==> src/rtl/int_multiplier.sv <==
`default_nettype none
// ============================================================================
// Module   : int_multiplier
// Purpose  : Iterative radix-2^m RV32M multiplier (MUL/MULH/MULHSU/MULHU) with
//            valid/ready handshake and back-to-back product reuse.
// Revision : 1.0 - initial release
// ============================================================================
module int_multiplier #(
    parameter int n = 32,
    parameter int m = 8
) (
    input  logic         clk,
    input  logic         reset,
    input  logic         valid_in,
    output logic         ready_out,
    output logic         valid_out,
    input  logic         ready_in,
    input  logic [1:0]   op,
    input  logic [n-1:0] a,
    input  logic [n-1:0] b,
    output logic [n-1:0] y
);

    localparam int STEPS = n / m;
    localparam int CW    = (STEPS > 1) ? $clog2(STEPS) : 1;

    localparam logic [1:0]    c_OP_MUL    = 2'b00;
    localparam logic [1:0]    c_OP_MULH   = 2'b01;
    localparam logic [1:0]    c_OP_MULHSU = 2'b10;
    localparam logic [CW-1:0] c_CNT_LAST  = CW'(STEPS - 1);
    localparam logic [CW-1:0] c_CNT_ONE   = CW'(1);
    localparam logic [CW-1:0] c_CNT_ZERO  = '0;

    typedef enum logic [0:0] {
        S_IDLE = 1'b0,
        S_CALC = 1'b1
    } state_t;

    state_t          state_q,   state_d;
    logic [CW-1:0]   cnt_q,     cnt_d;
    logic [2*n-1:0]  acc_q,     acc_d;
    logic [2*n-1:0]  mcand_q,   mcand_d;
    logic [n-1:0]    bmag_q,    bmag_d;
    logic            sgn_q,     sgn_d;
    logic [1:0]      op_q,      op_d;
    logic [2*n-1:0]  prod_q,    prod_d;
    logic            valid_q,   valid_d;
    logic            reuse_q,   reuse_d;
    logic [n-1:0]    prev_a_q,  prev_a_d;
    logic [n-1:0]    prev_b_q,  prev_b_d;
    logic [1:0]      prev_op_q, prev_op_d;

    logic            accept;
    logic            reuse_hit;
    logic            a_neg;
    logic            b_neg;
    logic [n-1:0]    a_mag;
    logic [n-1:0]    b_mag;
    logic [2*n-1:0]  partial;
    logic [2*n-1:0]  acc_sum;

    assign ready_out = (state_q == S_IDLE) && (!valid_q || ready_in);
    assign accept    = valid_in && ready_out;
    assign valid_out = valid_q;
    assign y         = (op_q == c_OP_MUL) ? prod_q[n-1:0] : prod_q[2*n-1:n];

    // The low half of a product does not depend on operand signedness.
    assign reuse_hit = reuse_q && (a == prev_a_q) && (b == prev_b_q) &&
                       ((op == c_OP_MUL) || (op == prev_op_q));

    assign a_neg = ((op == c_OP_MULH) || (op == c_OP_MULHSU)) && a[n-1];
    assign b_neg = (op == c_OP_MULH) && b[n-1];
    assign a_mag = a_neg ? -a : a;
    assign b_mag = b_neg ? -b : b;

    // mcand_q is |a| pre-shifted to the current digit position.
    assign partial = mcand_q * {{(2*n-m){1'b0}}, bmag_q[m-1:0]};
    assign acc_sum = acc_q + partial;

    always_comb begin
        state_d   = state_q;
        cnt_d     = cnt_q;
        acc_d     = acc_q;
        mcand_d   = mcand_q;
        bmag_d    = bmag_q;
        sgn_d     = sgn_q;
        op_d      = op_q;
        prod_d    = prod_q;
        valid_d   = valid_q;
        reuse_d   = reuse_q;
        prev_a_d  = prev_a_q;
        prev_b_d  = prev_b_q;
        prev_op_d = prev_op_q;

        case (state_q)
            S_IDLE: begin
                if (accept) begin
                    op_d      = op;
                    prev_a_d  = a;
                    prev_b_d  = b;
                    prev_op_d = op;
                    if (reuse_hit) begin
                        valid_d = 1'b1;
                    end else begin
                        state_d = S_CALC;
                        cnt_d   = c_CNT_ZERO;
                        acc_d   = '0;
                        mcand_d = {{n{1'b0}}, a_mag};
                        bmag_d  = b_mag;
                        sgn_d   = a_neg ^ b_neg;
                        valid_d = 1'b0;
                        reuse_d = 1'b0;
                    end
                end else if (valid_q && ready_in) begin
                    valid_d = 1'b0;
                end
            end
            S_CALC: begin
                acc_d   = acc_sum;
                mcand_d = mcand_q << m;
                bmag_d  = bmag_q >> m;
                cnt_d   = cnt_q + c_CNT_ONE;
                if (cnt_q == c_CNT_LAST) begin
                    prod_d  = sgn_q ? -acc_sum : acc_sum;
                    valid_d = 1'b1;
                    reuse_d = 1'b1;
                    cnt_d   = c_CNT_ZERO;
                    state_d = S_IDLE;
                end
            end
            default: state_d = S_IDLE;
        endcase
    end

    always_ff @(posedge clk) begin
        if (reset) begin
            state_q   <= S_IDLE;
            cnt_q     <= '0;
            acc_q     <= '0;
            mcand_q   <= '0;
            bmag_q    <= '0;
            sgn_q     <= 1'b0;
            op_q      <= c_OP_MUL;
            prod_q    <= '0;
            valid_q   <= 1'b0;
            reuse_q   <= 1'b0;
            prev_a_q  <= '0;
            prev_b_q  <= '0;
            prev_op_q <= c_OP_MUL;
        end else begin
            state_q   <= state_d;
            cnt_q     <= cnt_d;
            acc_q     <= acc_d;
            mcand_q   <= mcand_d;
            bmag_q    <= bmag_d;
            sgn_q     <= sgn_d;
            op_q      <= op_d;
            prod_q    <= prod_d;
            valid_q   <= valid_d;
            reuse_q   <= reuse_d;
            prev_a_q  <= prev_a_d;
            prev_b_q  <= prev_b_d;
            prev_op_q <= prev_op_d;
        end
    end

endmodule
`default_nettype wire
==> config.mk <==
export PLATFORM = sky130hd
export DESIGN_NAME = int_multiplier
export DESIGN_NICKNAME = d
export VERILOG_FILES = /design/src/rtl/int_multiplier.sv
export SDC_FILE = /design/constraint.sdc
export NUM_CORES = 2
export LEC_CHECK = 0
export BUFFER_PORTS_ARGS = -buffer_cell sky130_fd_sc_hd__buf_2
export CAP_MARGIN = 10
export CORE_AREA = 2 2 249 251
export DETAILED_ROUTE_END_ITERATION = 10
export DIE_AREA = 0 0 251 253
export PLACE_DENSITY = 0.71
export SLEW_MARGIN = 30
export SYNTH_ARGS = -nofsm -noshare
export SYNTH_HDL_FRONTEND = slang
export SYNTH_SLANG_ARGS = --single-unit
==> constraint.sdc <==
create_clock -name clk -period 17.1 [get_ports clk]
set_clock_uncertainty 0.1 [all_clocks]
set_input_delay 2.565 -clock clk [delete_from_list [all_inputs] [get_ports clk]]
set_output_delay 2.565 -clock clk [all_outputs]
set_load 0.05 [all_outputs]
# Word-level counts from Yosys, hierarchy flattened
# Cells that the tools add are included.
word_totals:
  regBits: 296
  inputBits: 70
  out_inout_bits: 34
  elab_cells: 80
classes:
  n_addsub: 5
  n_mul: 1
  eq_ne: 10
  muxes: 29
  n_bitwise: 3
  reduce_logical: 20
op_table:
  columns: ["operator", "n"]
  rows:
  - ["$mux 64", 5]
  - ["$pmux 64 s2", 2]
  - ["$mux 32", 5]
  - ["$add 64x64->64", 1]
  - ["$eq 32x32->1", 2]
  - ["$mul 64x8->64", 1]
  - ["$neg 32->32", 2]
  - ["$neg 64->64", 1]
  - ["$pmux 32 s2", 1]
  - ["$mux 1", 9]
  - ["$logic_and 1x1->1", 8]
  - ["$reduce_and 2->1", 4]
  - ["$mux 2", 3]
  - ["$pmux 1 s2", 3]
  - ["$reduce_and 3->1", 2]
  - ["$eq 2x2->1 const B", 2]
  - ["$logic_not 2->1", 2]
  - ["$ne 2x2->1 const B", 2]
  - ["$pmux 2 s2", 1]
  - ["$logic_or 1x1->1", 3]
  - ["$ne 3x2->1 const B", 1]
  - ["$add 2x1->2 const B", 1]
  - ["$eq 2x1->1 const B", 1]
  - ["$eq 2x2->1", 1]
  - ["other kinds (4)", 5]

# Logic depth before layout (Yosys ltp)
depth:
  ltp_word: 7
  depth_mapped: 26
  ltp_nobuf: 22

# Least setup slack after synthesis
# OpenSTA, ideal clock, no wires.
synth_path:
  path_type: "flip-flop to flip-flop"
  startpoint: "register bmag_q[0]"
  endpoint: "register prod_q[55]"
  arrival_time_ns: 6.772
  path_slack_ns: 10.142
  path_stages_with_launch: 26
  path_buffers: 4
  period_less_slack_ns: 6.958
  path_cell_list: "dfxtp_1 clkbuf_1 clkbuf_1 nand2_1 fa_1 inv_1 fa_1 fa_1 inv_1 fa_1 inv_1 ha_1 buf_2 o21ai_1 o21ba_1 or4_4 a211o_1 a31oi_2 o211ai_1 or3_1 or4_4 or2_1 buf_2 o21a_1 xnor2_1 a211oi_1"
synth_between:
  elab_chain_cells: 4
synth_lines:
  columns: ["item", "line_no", "rtl"]
  rows:
  - ["from (decl)", "43", "logic [n-1:0] bmag_q, bmag_d;"]
  - ["from (signal assigned)", "155", "bmag_q <= bmag_d;"]
  - ["$mul 64x8->64 *", "77", "assign partial = mcand_q * {{(2*n-m){1'b0}}, bmag_q[m-1:0]};"]
  - ["$add 64x64->64 *", "78", "assign acc_sum = acc_q + partial;"]
  - ["$neg 64->64", "124", "prod_d = sgn_q ? -acc_sum : acc_sum;"]
  - ["$mux 64 *", "124", null]
  - ["to (signal assigned)", "158", "prod_q <= prod_d;"]
  - ["to (decl)", "46", "logic [2*n-1:0] prod_q, prod_d;"]
# Every way passes the cells marked *; elsewhere a longest branch is shown, timed or not.
# A chain may end at the register's enable or synchronous reset.

# Worst setup path after layout
layout_path:
  startpoint: "register bmag_q[0]"
  endpoint: "register prod_q[60]"
# Same word-level chain as after synthesis.

==> results.toml <==
[logic_synthesis]
synth_seq_cells = 296
yosysTopAreaCell = "fa_1"
synth_edf_count = 0
yosysSeqAreaShare = 0.179
synth_area_leaders = "fa_1 25%, dfxtp_1 18%, and2_1 6.6%, inv_1 6.0%, nand2_1 5.1%"
ys_types = 90
synth_area_sq_mm = 0.0330
synth_ff_type = "dfxtp_1"
async_reset_ff_frac = 0
netlist_instances = 4158
syn-num-nets = 4717
yosysMostFrequentCell = "inv_1"
yosys-top-cells-count = "524 x inv_1, 447 x nand2_1, 410 x fa_1"
ys_warn_count = 0
synth_top_area_share = 0.248
syn_avg_cell_area_sq_um = 7.95

[floorplan]
initial_core_util = 0.541
fp.dieArea_sq_mm = 0.0635
core_sq_mm = 0.0610
row_count = 91
io_pins = 104
fp.dieW_um = 251
die_y_um = 253

[setup_path]
critPathBufInv = 4
timing.critical_path.mode_cell = "fa_1"
regToRegSetupSlack_ns = 8.35
cp.required_ns = 17.50
rr_startpoint = "bmag_q[0]$_SDFFE_PP0P_"
cpPeakStageDelay_ns = 0.80
crit_arrival_ns = 9.14
cp_top_family = "adder cells"
end_kind = "register"
crit_type = "reg -> reg"
r2r-end = "prod_q[60]$_SDFFE_PP0P_"
cp-start-kind = "register"
path_cells = "buf_4, nand2_1, fa_1, inv_1, fa_1, fa_1, inv_1, fa_1, inv_1, ha_1, nand4_2, nor3_1, o211ai_1, a221oi_1, nor2_1, o41ai_1, xor2_1, nor4_1, nand2_1, o41ai_2, xnor2_1, a211oi_2"
worstRegToRegCells = 22
crit_fanout = 36
crit_path_top_delay_cell = "dfxtp_2"

[global_routing]
track_usage = 0.313
overflow = 0
grt_antenna_before_repair = 3
grt_max_degree = 150
grt_first_pass_wirelength_mm = 158
grt_pass1_vias = 28400

[sta]
setup_ws_ns = 8.35
max_clock_freq_mhz = 114
fin_setup_tns_ns = 0
period_share = 0.512
setup_viol = 0
hold-worst-slack_ns = 0.354
rsz0062_at_grt = "false"
tightestPinTransition_ns = 0.990
report.final.slew_viol_count = 0
final-hold-violation-count = 0
finalCriticalPeriod_ns = 8.75
relSlewSlack = 0.336

[routing]
vias = 28800
wirelength_mm = 98.5
post-route-drc-count = 0
drtIter0Drc = 2575
viasPerCell = 5.92
wire_per_inst_um = 20.2
first_pass_iters = 6
ant_nets = 0

[place]
placed_cell_area_sq_mm = 0.0337
place_ws_ns = 8.54
numPortBuffers = 103
finalWeightedCongestion = 1.05
dp_hpwl_mm = 74.2
dp_cells = 4794

[power]
p_switching_mw = 0.785
leakagePower_nw = 15.6
intPower_mw = 1.40
total_power_mw = 2.18
power.density_mw_per_mm2 = 62.3
combPwrFrac = 0.253
clkPwrFrac = 0.397
seq_power_share = 0.351
sw_frac_of_total = 0.359
ir_drop_mv = 0.0857

[clock_network]
clk_path_buf_depth = 3
cts_setup_buffers = 0
cts_buffers = 39
cts_resized = 0
clkSinkCount = 296
clk_latency_ns = 0.60
cts_tree = "done"
cts-htree-levels = 2
postCtsHoldBufs = 0
clk_pin_slew_ns = 0.06
cts-root-buf = "clkbuf_16"

[hold_path]
hp-start = "prod_q[53]$_SDFFE_PP0P_"
min_path_type = "reg -> reg"
holdPathStages = 2
worstHoldEndpoint = "prod_q[53]$_SDFFE_PP0P_"

[final_layout]
final_cells = 4866
num_antenna_cells = 0
drive_above_1_share = 0.0714
final_nets = 4604
final_core_util = 0.575
final_area_sq_mm = 0.0351
fill_cells = 5626
area_delta_synth_final_pct = 6.18

[status]
status = "completed"

[job]
maxCapViolations = 0
==> worst reg2reg max path: stages, from the launching register on <==
cell and delay, ns:
dfxtp_2 0.80, buf_4 0.52, nand2_1 0.16, fa_1 0.53
inv_1 0.06, fa_1 0.48, fa_1 0.54, inv_1 0.05
fa_1 0.47, inv_1 0.04, ha_1 0.50, nand4_2 0.26
nor3_1 0.65, o211ai_1 0.18, a221oi_1 0.62, nor2_1 0.19
o41ai_1 0.71, xor2_1 0.36, nor4_1 0.40, nand2_1 0.30
o41ai_2 0.42, xnor2_1 0.12, a211oi_2 0.22
==> how the worst max path moves through the flow <==
stage / startpoint / endpoint / slack, ns / cells after the start
after global routing: bmag_q[0]$_SDFFE_PP0P_ / prod_q[62]$_SDFFE_PP0P_ / 7.97 / 22
after global placement: bmag_q[0]$_SDFFE_PP0P_ / prod_q[62]$_SDFFE_PP0P_ / 8.56 / 22
after floorplan: bmag_q[0]$_SDFFE_PP0P_ / prod_q[55]$_SDFFE_PP0P_ / 10.14 / 25
after CTS: bmag_q[0]$_SDFFE_PP0P_ / prod_q[60]$_SDFFE_PP0P_ / 8.51 / 22
after detailed placement: bmag_q[0]$_SDFFE_PP0P_ / prod_q[60]$_SDFFE_PP0P_ / 8.54 / 22
final: bmag_q[0]$_SDFFE_PP0P_ / prod_q[60]$_SDFFE_PP0P_ / 8.35 / 22
==> metal layers <==
| metal | wire length, um | vias up | GRT usage |
|---|---|---|---|
| li1 | - | 13300 | - |
| met1 | 42600 | 14100 | 0.429 |
| met2 | 45000 | 1183 | 0.510 |
| met3 | 7500 | 188 | 0.0474 |
| met4 | 3350 | 0 | 0.102 |
| met5 | 0 | - | 0 |
==> power groups by stage <==
stage	Combinational, mW	Sequential, mW	Clock [mW]
3_3_place_gp	0.533	0.779	0
4_1_cts	0.543	0.765	0.879
3_5_place_dp	0.542	0.780	0
6_report	0.552	0.766	0.866
5_1_grt	0.606	0.770	0.904
2_1_floorplan	0.407	0.746	0
==> cells in the final DEF, fill, tap and decap left out, types with 10 or more instances in the layout <==
cell type    n
nor4_1      27
ha_1        79
fa_1       410
xnor2_1    106
buf_4       24
a31oi_1     34
or2_2       12
nand3_1     42
buf_2      102
and4_1      10
xor2_1     107
o31ai_1     28
a221oi_1    55
dfxtp_1    292
and2_1     349
nand2_1    446
nand4_1     44
nor2_1     375
a21o_1      32
nand2b_1    19
o211ai_1    14
o21ai_0     80
nor3_1      98
a21oi_1    291
or3_1       22
mux2_2      35
a211oi_1    65
and3_1      50
inv_1      522
o21a_1      10
o21ai_1     25
clkbuf_16   39
a211o_1     10
==> state kept, by name, indices dropped and copies added, names as in the netlist, 2 cells and up <==
register / flops
prev_b_q: 32
prev_a_q: 32
cnt_q: 2
prev_op_q: 2
bmag_q: 32
acc_q: 64
prod_q: 64
mcand_q: 64
==> layout make-up <==
cell class / count / area (sq um) / share of cell area
clock buffers: 49 / 1070 / 0.0306
clock inverters: 23 / 264 / 0.00753
inverters: 524 / 1970 / 0.0561
multi-input cells: 3054 / 24100 / 0.686
flip-flops and latches: 296 / 5940 / 0.169
well taps: 790 / 988 / 0.0282
repair buffers: 130 / 773 / 0.0220
==> cell families after synthesis <==
| group | after synthesis | share of synthesized area |
|---|---|---|
| AOI/OAI and AO/OA | 772 | 0.152 |
| adders and majority gates | 489 | 0.278 |
| and+or+nand+nor | 1541 | 0.227 |
| muxes | 39 | 0.0131 |
| DFF | 296 | 0.179 |
| buffers and inverters | 808 | 0.0929 |
| xor gates and xnor gates | 213 | 0.0565 |
(Power assumes the default switching activity.)
